File: src/rtl/sampler_mixer.sv
// sampler_mixer: plays up to NUM_VOICES sample streams from a shared storage port.
// Each sample_tick fetches one word per active voice and emits the saturated sum.
module sampler_mixer #(
  parameter int NUM_VOICES = 4,
  parameter int ADDR_W     = 27,
  parameter int DATA_W     = 16,
  parameter int LEN_W      = 20,
  localparam int ID_W      = (NUM_VOICES > 1) ? $clog2(NUM_VOICES) : 1
) (
  input  logic                         clk200,
  input  logic                         reset_n,
  input  logic                         initial_load_finished,
  input  logic [NUM_VOICES-1:0]        trigger,
  input  logic [NUM_VOICES*ADDR_W-1:0] start_a,
  input  logic [NUM_VOICES*LEN_W-1:0]  sample_len,
  input  logic                         sample_tick,
  output logic                         req_valid,
  output logic [ADDR_W-1:0]            req_addr,
  output logic [ID_W-1:0]              req_id,
  input  logic                         req_ready,
  input  logic                         rsp_valid,
  input  logic [ID_W-1:0]              rsp_id,
  input  logic signed [DATA_W-1:0]     rsp_data,
  output logic signed [DATA_W-1:0]     audio_out,
  output logic                         audio_valid,
  output logic [NUM_VOICES-1:0]        voice_active,
  output logic                         ready,
  output logic                         overrun
);

  localparam int ACC_W = DATA_W + $clog2(NUM_VOICES) + 1;

  typedef enum logic {G_INIT = 1'b0, G_READY = 1'b1} gate_e;
  typedef enum logic [1:0] {
    M_IDLE = 2'd0,
    M_REQ  = 2'd1,
    M_WAIT = 2'd2,
    M_DONE = 2'd3
  } mix_e;

  gate_e                   gate_q, gate_d;
  mix_e                    mix_q, mix_d;
  logic [NUM_VOICES-1:0]   trig_prev_q, trig_prev_d;
  logic [NUM_VOICES-1:0]   pending_q, pending_d;
  logic [NUM_VOICES-1:0]   active_q, active_d;
  logic [LEN_W-1:0]        pos_q [NUM_VOICES];
  logic [LEN_W-1:0]        pos_d [NUM_VOICES];
  logic [ACC_W-1:0]        acc_q, acc_d;
  logic [DATA_W-1:0]       audio_out_q, audio_out_d;
  logic                    audio_valid_q, audio_valid_d;
  logic                    req_valid_q, req_valid_d;
  logic [ADDR_W-1:0]       req_addr_q, req_addr_d;
  logic [ID_W-1:0]         req_id_q, req_id_d;
  logic                    overrun_q, overrun_d;

  logic [NUM_VOICES-1:0]   edge_ok_s;
  logic [NUM_VOICES-1:0]   len_nz_s;
  logic [NUM_VOICES-1:0]   last_s;
  logic [NUM_VOICES-1:0]   above_s;
  logic [NUM_VOICES-1:0]   start_s;
  logic [ID_W:0]           pick_s;
  logic [LEN_W-1:0]        len_s [NUM_VOICES];

  // Lowest set bit of a voice mask; MSB of the result flags "found".
  function automatic logic [ID_W:0] first_set(input logic [NUM_VOICES-1:0] m);
    logic [ID_W:0] r;
    r = '0;
    for (int i = NUM_VOICES - 1; i >= 0; i--) begin
      if (m[i]) begin
        r = {1'b1, ID_W'(i)};
      end else begin
        r = r;
      end
    end
    return r;
  endfunction

  // Storage word address of voice v at its position in p (wraps modulo 2^ADDR_W).
  function automatic logic [ADDR_W-1:0] voice_addr(
    input logic [NUM_VOICES*ADDR_W-1:0] base,
    input logic [LEN_W-1:0]             p [NUM_VOICES],
    input logic [ID_W-1:0]              v
  );
    logic [ADDR_W-1:0] a;
    a = '0;
    for (int i = 0; i < NUM_VOICES; i++) begin
      if (ID_W'(i) == v) begin
        a = base[i*ADDR_W +: ADDR_W] + ADDR_W'(p[i]);
      end else begin
        a = a;
      end
    end
    return a;
  endfunction

  // Clamp the wide accumulator into the DATA_W signed range.
  function automatic logic [DATA_W-1:0] saturate(input logic [ACC_W-1:0] a);
    logic [ACC_W-DATA_W:0] top;
    top = a[ACC_W-1:DATA_W-1];
    if ((top == '0) || (top == '1)) begin
      return a[DATA_W-1:0];
    end else if (a[ACC_W-1]) begin
      return {1'b1, {(DATA_W-1){1'b0}}};
    end else begin
      return {1'b0, {(DATA_W-1){1'b1}}};
    end
  endfunction

  // Per-voice decode of lengths, end-of-sample and trigger edges.
  always_comb begin
    edge_ok_s = (gate_q == G_READY) ? (trigger & ~trig_prev_q) : '0;
    for (int i = 0; i < NUM_VOICES; i++) begin
      len_s[i]    = sample_len[i*LEN_W +: LEN_W];
      len_nz_s[i] = (len_s[i] != '0);
      last_s[i]   = (pos_q[i] == (len_s[i] - LEN_W'(1)));
      above_s[i]  = (i > int'(req_id_q));
    end
  end

  // Next-state logic for the gate and mixer FSMs and their registered outputs.
  always_comb begin
    gate_d        = gate_q;
    mix_d         = mix_q;
    trig_prev_d   = trigger;
    pending_d     = pending_q | edge_ok_s;
    active_d      = active_q;
    pos_d         = pos_q;
    acc_d         = acc_q;
    audio_out_d   = audio_out_q;
    audio_valid_d = 1'b0;
    req_valid_d   = req_valid_q;
    req_addr_d    = req_addr_q;
    req_id_d      = req_id_q;
    overrun_d     = overrun_q;
    start_s       = '0;
    pick_s        = '0;

    if ((gate_q == G_INIT) && initial_load_finished) begin
      gate_d = G_READY;
    end else begin
      gate_d = gate_q;
    end

    if (sample_tick && (mix_q != M_IDLE)) begin
      overrun_d = 1'b1;
    end else begin
      overrun_d = overrun_q;
    end

    case (mix_q)
      M_IDLE: begin
        if (sample_tick && (gate_q == G_READY)) begin
          // Zero-length voices are dropped here along with their pending bit.
          start_s   = (pending_q | edge_ok_s) & len_nz_s;
          active_d  = active_q | start_s;
          pending_d = '0;
          for (int i = 0; i < NUM_VOICES; i++) begin
            if (start_s[i]) begin
              pos_d[i] = '0;
            end else begin
              pos_d[i] = pos_q[i];
            end
          end
          pick_s = first_set(active_d);
          if (pick_s[ID_W]) begin
            mix_d       = M_REQ;
            req_valid_d = 1'b1;
            req_id_d    = pick_s[ID_W-1:0];
            req_addr_d  = voice_addr(start_a, pos_d, pick_s[ID_W-1:0]);
          end else begin
            mix_d = M_DONE;
          end
        end else begin
          mix_d = M_IDLE;
        end
      end
      M_REQ: begin
        if (req_ready) begin
          mix_d       = M_WAIT;
          req_valid_d = 1'b0;
        end else begin
          mix_d = M_REQ;
        end
      end
      M_WAIT: begin
        if (rsp_valid && (rsp_id == req_id_q)) begin
          acc_d = acc_q + {{(ACC_W-DATA_W){rsp_data[DATA_W-1]}}, rsp_data};
          for (int i = 0; i < NUM_VOICES; i++) begin
            if ((ID_W'(i) == req_id_q) && last_s[i]) begin
              active_d[i] = 1'b0;
            end else if (ID_W'(i) == req_id_q) begin
              pos_d[i] = pos_q[i] + LEN_W'(1);
            end else begin
              pos_d[i] = pos_q[i];
            end
          end
          pick_s = first_set(active_q & above_s);
          if (pick_s[ID_W]) begin
            mix_d       = M_REQ;
            req_valid_d = 1'b1;
            req_id_d    = pick_s[ID_W-1:0];
            req_addr_d  = voice_addr(start_a, pos_d, pick_s[ID_W-1:0]);
          end else begin
            mix_d = M_DONE;
          end
        end else begin
          mix_d = M_WAIT;
        end
      end
      M_DONE: begin
        audio_out_d   = saturate(acc_q);
        audio_valid_d = 1'b1;
        acc_d         = '0;
        mix_d         = M_IDLE;
      end
      default: begin
        mix_d       = M_IDLE;
        req_valid_d = 1'b0;
      end
    endcase
  end

  // State and output registers.
  always_ff @(posedge clk200 or negedge reset_n) begin
    if (!reset_n) begin
      gate_q        <= G_INIT;
      mix_q         <= M_IDLE;
      trig_prev_q   <= '0;
      pending_q     <= '0;
      active_q      <= '0;
      for (int i = 0; i < NUM_VOICES; i++) begin
        pos_q[i] <= '0;
      end
      acc_q         <= '0;
      audio_out_q   <= '0;
      audio_valid_q <= 1'b0;
      req_valid_q   <= 1'b0;
      req_addr_q    <= '0;
      req_id_q      <= '0;
      overrun_q     <= 1'b0;
    end else begin
      gate_q        <= gate_d;
      mix_q         <= mix_d;
      trig_prev_q   <= trig_prev_d;
      pending_q     <= pending_d;
      active_q      <= active_d;
      pos_q         <= pos_d;
      acc_q         <= acc_d;
      audio_out_q   <= audio_out_d;
      audio_valid_q <= audio_valid_d;
      req_valid_q   <= req_valid_d;
      req_addr_q    <= req_addr_d;
      req_id_q      <= req_id_d;
      overrun_q     <= overrun_d;
    end
  end

  assign req_valid    = req_valid_q;
  assign req_addr     = req_addr_q;
  assign req_id       = req_id_q;
  assign audio_out    = audio_out_q;
  assign audio_valid  = audio_valid_q;
  assign voice_active = active_q;
  assign ready        = (gate_q == G_READY);
  assign overrun      = overrun_q;

endmodule

File: config.mk
export PLATFORM = sky130hd
export DESIGN_NAME = sampler_mixer
export DESIGN_NICKNAME = d
export VERILOG_FILES = /design/src/rtl/sampler_mixer.sv
export SDC_FILE = /design/constraint.sdc
export NUM_CORES = 1
export LEC_CHECK = 0
export BUFFER_PORTS_ARGS = -buffer_cell sky130_fd_sc_hd__buf_2
export CAP_MARGIN = 5
export CELL_PAD_IN_SITES_DETAIL_PLACEMENT = 2
export CELL_PAD_IN_SITES_GLOBAL_PLACEMENT = 2
export CORE_ASPECT_RATIO = 0.5
export CORE_MARGIN = 10
export CORE_UTILIZATION = 38
export DETAILED_ROUTE_END_ITERATION = 10
export PLACE_DENSITY = 0.95
export REMOVE_ABC_BUFFERS = 1
export SETUP_SLACK_MARGIN = 0.05
export SLEW_MARGIN = 20
export SYNTH_ARGS = -nofsm -noshare
export SYNTH_HDL_FRONTEND = slang
export SYNTH_SLANG_ARGS = --single-unit
File: constraint.sdc
create_clock -name clk200 -period 9 [get_ports clk200]
set_input_delay 1.35 -clock clk200 [delete_from_list [all_inputs] [get_ports clk200]]
set_output_delay 1.35 -clock clk200 [all_outputs]
set_load 0.05 [all_outputs]
* Word-level counts from Yosys, hierarchy flattened
Index checks and enable logic that the tools add are counted.
W data, S select, Z words.
** Storage, ports and cells
- Register bits :: 162
- Output and inout bits :: 53
** Operators by class
- Equality and inequality tests :: 27
- $lt $le $gt $ge :: 3
- Multiplexer cells :: 88
- Add/subtract/negate cells :: 17
- Reduce and logical (&&, ||, !) cells :: 30
- Bitwise operators :: 7
** Operators with widths (number)
- $mux W20 :: 28
- $mux W27 :: 12
- $add A27 B20 Y27 :: 8
- $mux W80 :: 2
- $pmux W80 S2 :: 1
- $add A20 B1 Y20 const B :: 4
- $eq A20 B20 Y1 :: 4
- $reduce_bool A20 Y1 :: 4
- $sub A20 B1 Y20 const B :: 4
- $pmux W27 S2 :: 1
- $pmux W19 S2 :: 1
- $mux W3 :: 12
- $mux W16 :: 2
- $mux W4 :: 5
- $add A19 B19 Y19 :: 1
- $mux W19 :: 1
- $mux W2 :: 9
- $ne A2 B2 Y1 const B :: 9
- $reduce_and A4 Y1 :: 4
- $and A4 B4 Y4 :: 3
- $eq A2 B2 Y1 const A :: 6
- $mux W1 :: 10
- $logic_and A1 B1 Y1 :: 8
- $logic_not A2 Y1 :: 4
- other kinds (22) :: 29

* Logic depth before layout (Yosys ltp)
Gate-level depths: netlist of run 1.
- Word-level depth :: 20
- Mapped depth :: 25

* Least setup slack after synthesis of run 1
Ideal clock, no wire load.
- Kind :: input -> register
- Start point :: input port sample_len[40]
- End point :: register req_addr_q[22] (netlist: req_addr[22])
- Library setup time :: 0.126 ns
- Setup slack :: 2.410 ns
- Cell stages on the path :: 23
- Arrival :: 6.464 ns
- Path through :: inv_1 ha_1 or4b_2 or3_1 xnor2_1 nor4_1 nand4_1 nor4b_2 a21boi_1 clkbuf_1 and2_1 nand2_1 xnor2_1 ha_1 or4_1 o22ai_1 o211ai_1 a311oi_1 nor2_1 xor2_1 nand2_1 o221ai_1 a221o_1
** On the way
- Cells in the longest elaborated chain, start to end :: 16
** RTL lines
- start, declared :: RTL line 15 : input logic [NUM_VOICES*LEN_W-1:0] sample_len,
- parallel branches: the longest is 16 deep, another holds $add A27 B20 Y27
- end signal, assigned :: RTL line 252 : req_addr_q <= req_addr_d;
- end, declared :: RTL line 52 : logic [ADDR_W-1:0] req_addr_q, req_addr_d;
Several ways; the timed one is not identified. The select of a mux whose other input is x is not followed.
A chain may end at the register's enable or synchronous reset.

* Final worst setup path of run 1
- Start point :: input port sample_len[5]
- End point :: register req_addr_q[25] (netlist: req_addr[25])
** On the way
- Cells in the longest elaborated chain, start to end :: 14
** RTL lines
- $sub A20 B1 Y20 or $reduce_bool A20 Y1 (tied branches) :: RTL line 115, 114
- $eq A20 B20 Y1 or $and A4 B4 Y4 (tied branches) :: RTL line 115, 154
- $logic_and A1 B1 Y1 or $or A4 B4 Y4 (tied branches) :: RTL line 189, 155
- $mux W20 or $mux W3 (tied branches) :: RTL line 189, 69
- $mux W20 or $mux W3 (tied branches) :: RTL line 186, 152
- $mux W20 or $mux W3 (tied branches) :: RTL line 150 : case (mix_q)
- $add A27 B20 Y27 or $logic_not A2 Y1 (tied branches) :: RTL line 88, 87
- $mux W27 (4 in series) :: RTL line 87 : if (ID_W'(i) == v) begin
- $mux W27 (on tied branches) :: RTL line 198, 165
- $mux W27 (on tied branches) :: RTL line 186, 152
- $pmux W27 S2 :: RTL line 150
Several ways; a longest one is shown, not always the timed one. The select of a mux whose other input is x is not followed.

==> out/results.tsv, run 1 <==
stage	metric	value	unit
clocking	clk buf depth	2	
global_routing	gr ovfl total	0	
timing	Final Max Tran Viols	0	
clocking	CTS root buffer	clkbuf_16	
synthesis	ys async rst share	100	%
timing	Worst slew margin	23.7	%
clocking	CTS resizes	0	
setup_path	arrival time at the worst endpoint	8530	ps
global_routing	grt met2 use	57.7	%
layout	utilization after layout	43.2	%
timing	final setup vio count	0	
setup_path	critical path class	input port to flop	
layout	nets	3555	
setup_path	critical path peak fanout	17	
global_routing	GRT met1 Usage	39.8	%
layout	layout cells sized above 1	12.4	%
timing	final worst slack	864	ps
detailed_routing	drt wl/cell	32.4	um
floorplan	Ports	269	
global_routing	pin count of the biggest net entering global routing	69	
synthesis	sequential fraction of the synthesis area	18.2	%
synthesis	Post-Syn Instances	2959	
clocking	Hold Buf Count CTS	0	
clocking	Sink Count	162	
setup_path	startpoint types	input port	
power	P_leak	10.8	nW
detailed_routing	DR DRC count	0	
detailed_routing	drt first pass iters	6	
synthesis	syn_area_per_cell	7.52	sq um
layout	Finished Cell Area	24900	sq um
placed_design	Setup WS pre-CTS	952	ps
clocking	Post-CTS Setup Inserts	0	
timing	RSZ-0062 raised after global routing	false	
timing	final hold vios	0	
synthesis	cell area after synthesis	22300	sq um
clocking	H-tree Lvls	4	
clocking	CTS clock-pin slew for the worst setup and hold paths	80	ps
floorplan	Core Rows	62	
setup_path	required time worst endpoint	9390	ps
synthesis	Post-synth EDFFs	0	
floorplan	core box area	57600	sq um
floorplan	Die Area	69200	sq um
power	Pwr Density	179	nW/um^2
synthesis	Cell variety after synth	94	
detailed_routing	vias per cell	6.93	
detailed_routing	Total Wirelength	127000	um
layout	P&R area growth vs syn	11.9	%
timing	Setup Skew	23.2	ps
global_routing	global routing's busiest layer	met2	
global_routing	antenna violations before repair	18	
global_routing	met3 Use GR	10.4	%
placed_design	placed wire-length estimate	97000	um
synthesis	register bit total from synthesis	162	
timing	Final min period	8140	ps
clocking	Clk Latency, worst-skew pair	520	ps
clocking	CTS tree	yes	
timing	Hold WS	475	ps
power	worst vdd ir	158	uV
global_routing	gr usage total	35.1	%
floorplan	die height	191	um
timing	Slew @ Worst Pin	1130	ps
detailed_routing	routed vias	27200	
floorplan	Initial Utilization	38.6	%
timing	Final TNS setup	0	ps
detailed_routing	ANT nets after route	0	
detailed_routing	initial DRC count	2845	
synthesis	top_reg_cell synth	dfrtp_1	
run	number of max-cap violations	0	
placed_design	DP Area	24300	sq um
timing	Tcrit/Tclk final	90.4	%
placed_design	IO buf count	268	
global_routing	global-route wire length before repair	189000	um
min_path	min-delay worst type	flop to flop	
synthesis	YS warnings	0	
timing	fmax	123	MHz
clocking	Num CTS Buffers	17	
layout	FILL cells	6612	
placed_design	GPL Wtd Cong	1.08	
run_status	status	complete, no violations	
global_routing	vias in the first global route	29400	
setup_path	CP Capture Type	flop	
floorplan	Die W	362	um
path summary, 6_finish.rpt:
path / slack, ps / startpoint / endpoint / cells after the start
max: 860 / sample_len[5] / req_addr[25] / 21
min: 480 / overrun / overrun / 1
max reg2reg: 2080 / pos_q[63] / req_addr[25] / 20
min reg2reg: 480 / overrun / overrun / 1
max in group asynchronous: 6100 / reset_n / pos_q[73] / 3
min in group asynchronous: 840 / reset_n / audio_out[11] / 1
critical path, stage by stage:
cell       delay (ps)
buf_2             160
nor4_1            970
and2_1            300
nand2_1           100
o41ai_1           480
nand4_1           200
a2111oi_0         620
a21boi_1          200
buf_4             250
mux2_2            320
ha_1              310
a211oi_1          440
o211ai_1          280
a211oi_1          620
a31oi_1           380
o21ai_0           690
nor2_1            130
xnor2_1           260
o32ai_1           160
a211oi_1          230
nor3_1             70
where the power goes:
part	switching, W	leakage, nW	internal [W]
Clock	0.000437	0.291	0.000402
Sequential	0.000207	2.10	0.000886
Combinational	0.00183	8.42	0.000700
Total	0.00247	10.8	0.00199
synthesized netlist by cell type, drive strengths merged (13+ instances only):
cell type,n,area (sq um)
nand2,261,980
nor2,254,956
o21ai,234,1170
a21oi,220,1100
xnor2,213,1870
ha,192,2400
dfrtp,162,4050
clkbuf,129,487
xor2,126,1100
inv,88,330
nand3,80,400
nor3,73,365
a21o,71,534
nor2b,68,425
o31ai,58,435
a31oi,52,325
a211oi,49,368
nand4,42,263
and2,39,244
o21a,38,285
o211ai,35,263
and3,34,213
or3,34,218
nand2b,31,194
nor4,27,196
mux2i,24,240
o22ai,24,150
or2,19,119
o21bai,18,135
nand3b,15,113
o41ai,13,114
logic make-up after synthesis:
family / Yosys count / share of synthesized area (%)
mux: 28 / 1.28
buf+inv: 229 / 4.02
simple gates: 1038 / 23.6
flops: 162 / 18.2
compound gates: 962 / 28.0
xor+xnor: 339 / 13.3
fa+ha+maj: 201 / 11.6
through the flow:
stage / std cells / total power [W]
2_1_floorplan: 2818 / 0.00248
3_3_place_gp: 3887 / 0.00334
3_5_place_dp: 3887 / 0.00349
4_1_cts: 3919 / 0.00434
5_1_grt: 3924 / 0.00460
6_report: 3931 / 0.00446
layout by cell type (no fill, tap or decap), types with 42 or more instances in the layout:
master,instances
nand2_1,259
nor3_1,73
xor2_1,126
dfrtp_1,162
nand3_1,80
o21ai_0,228
a21o_1,70
ha_1,192
a211oi_1,49
nor2_1,251
nor2b_1,67
a21oi_1,217
inv_1,88
a31oi_1,51
buf_2,267
o31ai_1,58
xnor2_1,213
nand4_1,42
area by class of cell:
| type | instances | area [sq um] | area share (%) |
|---|---|---|---|
| tap | 768 | 961 | 3.86 |
| inverter | 88 | 330 | 1.33 |
| clock inverter | 13 | 141 | 0.568 |
| sequential | 162 | 4050 | 16.3 |
| multi-input combinational | 2568 | 17400 | 69.7 |
| timing repair buffer | 301 | 1600 | 6.41 |
| clock buffer | 19 | 443 | 1.78 |
| antenna | 12 | 30.0 | 0.121 |
flip-flops by register name, summed over array words and instances (netlist names):
| name | count |
|---|---|
| pos_q | 80 |
| audio_out | 16 |
| req_addr | 27 |
| mix_q | 2 |
| pending_q | 4 |
| audio_valid | 1 |
| acc_q | 19 |
| voice_active | 4 |
| overrun | 1 |
| ready | 1 |
| req_valid | 1 |
| req_id | 2 |
| trig_prev_q | 4 |
per-layer routing:
layer / up-vias / part of all wire [%]
met4: 10 / 7.6
met1: 13700 / 37
met2: 1592 / 45
met3: 642 / 9.3
met5: - / 0.094
li1: 11300 / -
No activity file was read; power rests on OpenSTA's default activity.
==> inputs of run 2 (changes only) <==
Settings changed: ABC_AREA set to 1, CORE_UTILIZATION 38 to 34.
==> out/results.tsv, run 2 <==
stage	metric	value	unit	change
run_status	status	complete, no violations		unchanged
setup_path	arrival time at the worst endpoint	7010	ps	was 8530 ps
layout	FILL cells	11400		was 6612
clocking	Sink Count	162		unchanged
power	P_leak	17.1	nW	was 10.8 nW
global_routing	met3 Use GR	5.86	%	was 10.4%
setup_path	critical path peak fanout	21		was 17
timing	Setup Skew	17.0	ps	was 23.2 ps
detailed_routing	DR DRC count	0		unchanged
timing	RSZ-0062 raised after global routing	false		unchanged
layout	Reg with most FFs	pos_q		unchanged
setup_path	CP Capture Type	flop		unchanged
timing	Tcrit/Tclk final	72.9	%	was 90.4%
detailed_routing	ANT nets after route	0		unchanged
floorplan	core box area	86200	sq um	was 57600 sq um
layout	layout cells sized above 1	7.53	%	was 12.4%
detailed_routing	drt first pass iters	5		was 6
min_path	hold depth	2		was 1
setup_path	worst reg-to-reg setup slack	3420	ps	was 2080 ps
setup_path	Worst R2R Start	req_id[0]		was pos_q[63]
synthesis	ys async rst share	100	%	unchanged
layout	nets	5995		was 3555
setup_path	max incr delay on CP	820	ps	was 970 ps
layout	P&R area growth vs syn	9.95	%	was 11.9%
setup_path	cell count of the worst reg-to-reg path	18		was 20
min_path	worst hold endpoint	req_addr[9]		was overrun
layout	Sequential cell area	4050	sq um	unchanged
timing	Final Max Tran Viols	0		unchanged
floorplan	Ports	269		unchanged
timing	Worst slew margin	15.7	%	was 23.7%
clocking	H-tree Lvls	4		unchanged
synthesis	YS warnings	0		unchanged
setup_path	most used cell, CP	nand2_1		was a211oi_1
timing	final hold vios	0		unchanged
synthesis	commonest cells in the netlist	nand2_1, nor2_1, inv_1, nand3_1, a21oi_1		was nand2_1, nor2_1, o21ai_0, a21oi_1, xnor2_1
setup_path	critical path class	input port to flop		unchanged
global_routing	grt met2 use	59.4	%	was 57.7%
setup_path	Buf+Inv Stages, Crit Path	7		was 2
detailed_routing	initial DRC count	3352		was 2845
synthesis	cell area after synthesis	29600	sq um	was 22300 sq um
placed_design	DP Area	32000	sq um	was 24300 sq um
synthesis	top_reg_cell synth	dfrtp_1		unchanged
setup_path	startpoint types	input port		unchanged
clocking	Num CTS Buffers	17		unchanged
synthesis	top post-synthesis cells by area	nand2_1, dfrtp_1, nor2_1, ha_1, inv_1		was dfrtp_1, ha_1, xnor2_1, o21ai_0, xor2_1
global_routing	vias in the first global route	42800		was 29400
clocking	CTS clock-pin slew for the worst setup and hold paths	90	ps	was 80 ps
run	number of max-cap violations	0		unchanged
detailed_routing	Total Wirelength	183000	um	was 127000 um
floorplan	Core Rows	76		was 62
floorplan	die height	229	um	was 191 um
timing	final setup vio count	0		unchanged
synthesis	register bit total from synthesis	162		unchanged
detailed_routing	vias per cell	5.86		was 6.93
timing	Slew @ Worst Pin	1250	ps	was 1130 ps
global_routing	global routing's busiest layer	met2		unchanged
clocking	CTS root buffer	clkbuf_16		unchanged
power	overall power	0.0113	W	was 0.00446 W
synthesis	sequential fraction of the synthesis area	13.7	%	was 18.2%
floorplan	Die W	438	um	was 362 um
min_path	hold path start	req_addr[9]		was overrun
clocking	Post-CTS Setup Inserts	0		unchanged
clocking	clk buf depth	2		unchanged
layout	commonest non-fill, non-tap cells in the layout	nand2_1, nor2_1, inv_1		was buf_2, nand2_1, nor2_1
layout	Finished Cell Area	32600	sq um	was 24900 sq um
floorplan	Initial Utilization	34.4	%	was 38.6%
layout	area of the multi-input gates	22600	sq um	was 17400 sq um
clocking	Hold Buf Count CTS	0		unchanged
setup_path	r2r endpoint	req_addr[23]		was req_addr[25]
timing	fmax	152	MHz	was 123 MHz
global_routing	antenna violations before repair	12		was 18
synthesis	Post-Syn Instances	5420		was 2959
synthesis	Cell variety after synth	63		was 94
synthesis	most frequent cell after synthesis	nand2_1		unchanged
detailed_routing	routed vias	39700		was 27200
global_routing	pin count of the biggest net entering global routing	85		was 69
detailed_routing	drt wl/cell	27.0	um	was 32.4 um
global_routing	gr ovfl total	0		unchanged
global_routing	gr usage total	35.0	%	was 35.1%
placed_design	IO buf count	268		unchanged
setup_path	CP delay by family, top	simple AND/OR/NAND/NOR gates		was compound AO/OA/AOI/OAI gates
clocking	CTS tree	yes		unchanged
power	worst vdd ir	184	uV	was 158 uV
power	Pwr Density	345	nW/um^2	was 179 nW/um^2
setup_path	Max stage delay cell, worst path	nor2_2		was nor4_1
global_routing	global-route wire length before repair	274000	um	was 189000 um
global_routing	GRT met1 Usage	42.4	%	was 39.8%
placed_design	placed wire-length estimate	152000	um	was 97000 um
layout	number of flip-flops in the largest register	80		unchanged
synthesis	Post-synth EDFFs	0		unchanged
setup_path	required time worst endpoint	9450	ps	was 9390 ps
clocking	Clk Latency, worst-skew pair	550	ps	was 520 ps
layout	commonest non-fill, non-tap cell in the layout	nand2_1		was buf_2
synthesis	top cell type by total area after synthesis	nand2_1		was dfrtp_1
synthesis	Yosys top cell area share	23.7	%	was 18.2%
timing	Final min period	6570	ps	was 8140 ps
clocking	CTS resizes	0		unchanged
synthesis	syn_area_per_cell	5.47	sq um	was 7.52 sq um
min_path	min-delay worst type	flop to flop		unchanged
placed_design	GPL Wtd Cong	1.00		was 1.08
floorplan	Die Area	100000	sq um	was 69200 sq um
## run 2: cells by family (layout without fill, tap and decap cells)
| family | Yosys count | in the layout | synth area share, % |
|---|---|---|---|
| buffers and inverters | 770 | 941 | 10.1 |
| AND/OR/NAND/NOR | 3445 | 3445 | 49.2 |
| multiplexers | 2 | 2 | 0.0675 |
| XOR/XNOR | 243 | 243 | 7.32 |
| flip-flops | 162 | 162 | 13.7 |
| adder cells (fa/ha/maj) | 201 | 201 | 8.71 |
| other | 0 | 10 | 0 |
| AO/OA/AOI/OAI | 597 | 597 | 10.9 |
## run 2: layer usage
| metal | share of wire [%] | up-vias |
|---|---|---|
| li1 | - | 17700 |
| met5 | 0.036 | - |
| met4 | 5.6 | 10 |
| met2 | 47 | 1474 |
| met1 | 41 | 20000 |
| met3 | 6.3 | 479 |
## run 2: worst register-to-register path, stage by stage (launching register included)
cell      delay, ps
dfrtp_1         640
nand2_1         160
buf_4           270
clkinv_1        770
nand4_1         850
nand2_1         120
nand2_1         150
inv_1            80
ha_1            370
a21oi_1         120
nand2_1         110
inv_1            60
o21ai_0         590
nand4_1         310
nand4_1         190
nand3_1         120
nand3_1         120
nand2_1          70
o21ai_1         350
## run 2: area by class of cell
class                   count  area share [%]
well taps                1170            4.49
clock inverters            13           0.461
diodes                     10          0.0768
clock buffers              19            1.36
multi-input cells        4488            69.4
repair buffers            290            4.65
flip-flops and latches    162            12.4
inverters                 619            7.14
## run 2: per-stage QoR
stage | hold slack [ps] | setup slack (ps) | util [%] | instances | TNS [ps]
after CTS | 494 | 2570 | 37.8 | 6761 | 0
after global routing | 528 | 2100 | 37.8 | 6763 | 0
after detailed placement | 472 | 2050 | 37.1 | 6729 | 0
final | 497 | 2430 | 37.8 | 6771 | 0
after global placement | 459 | 2570 | 37.1 | 6729 | 0
after floorplan | 475 | -816 | - | 5269 | -70420
## run 2: how the worst max path moves through the flow
stage                            to            from  slack [ps]  cells past startpoint
finish                  req_addr[8]   sample_len[0]        2430                     31
global route            req_addr[8]   sample_len[0]        2100                     31
CTS                     req_addr[8]   sample_len[0]        2570                     31
detailed placement      req_addr[8]   sample_len[0]        2050                     31
global placement        req_addr[8]  sample_len[20]        2570                     29
floorplan           voice_active[2]        mix_q[1]        -820                     10
## run 2: power breakdown
part / leakage, nW / total [W] / switching [W] / internal, W
sequential: 2.03 / 0.00154 / 0.000522 / 0.00102
clock: 0.284 / 0.000856 / 0.000434 / 0.000421
combinational: 14.8 / 0.00886 / 0.00654 / 0.00232
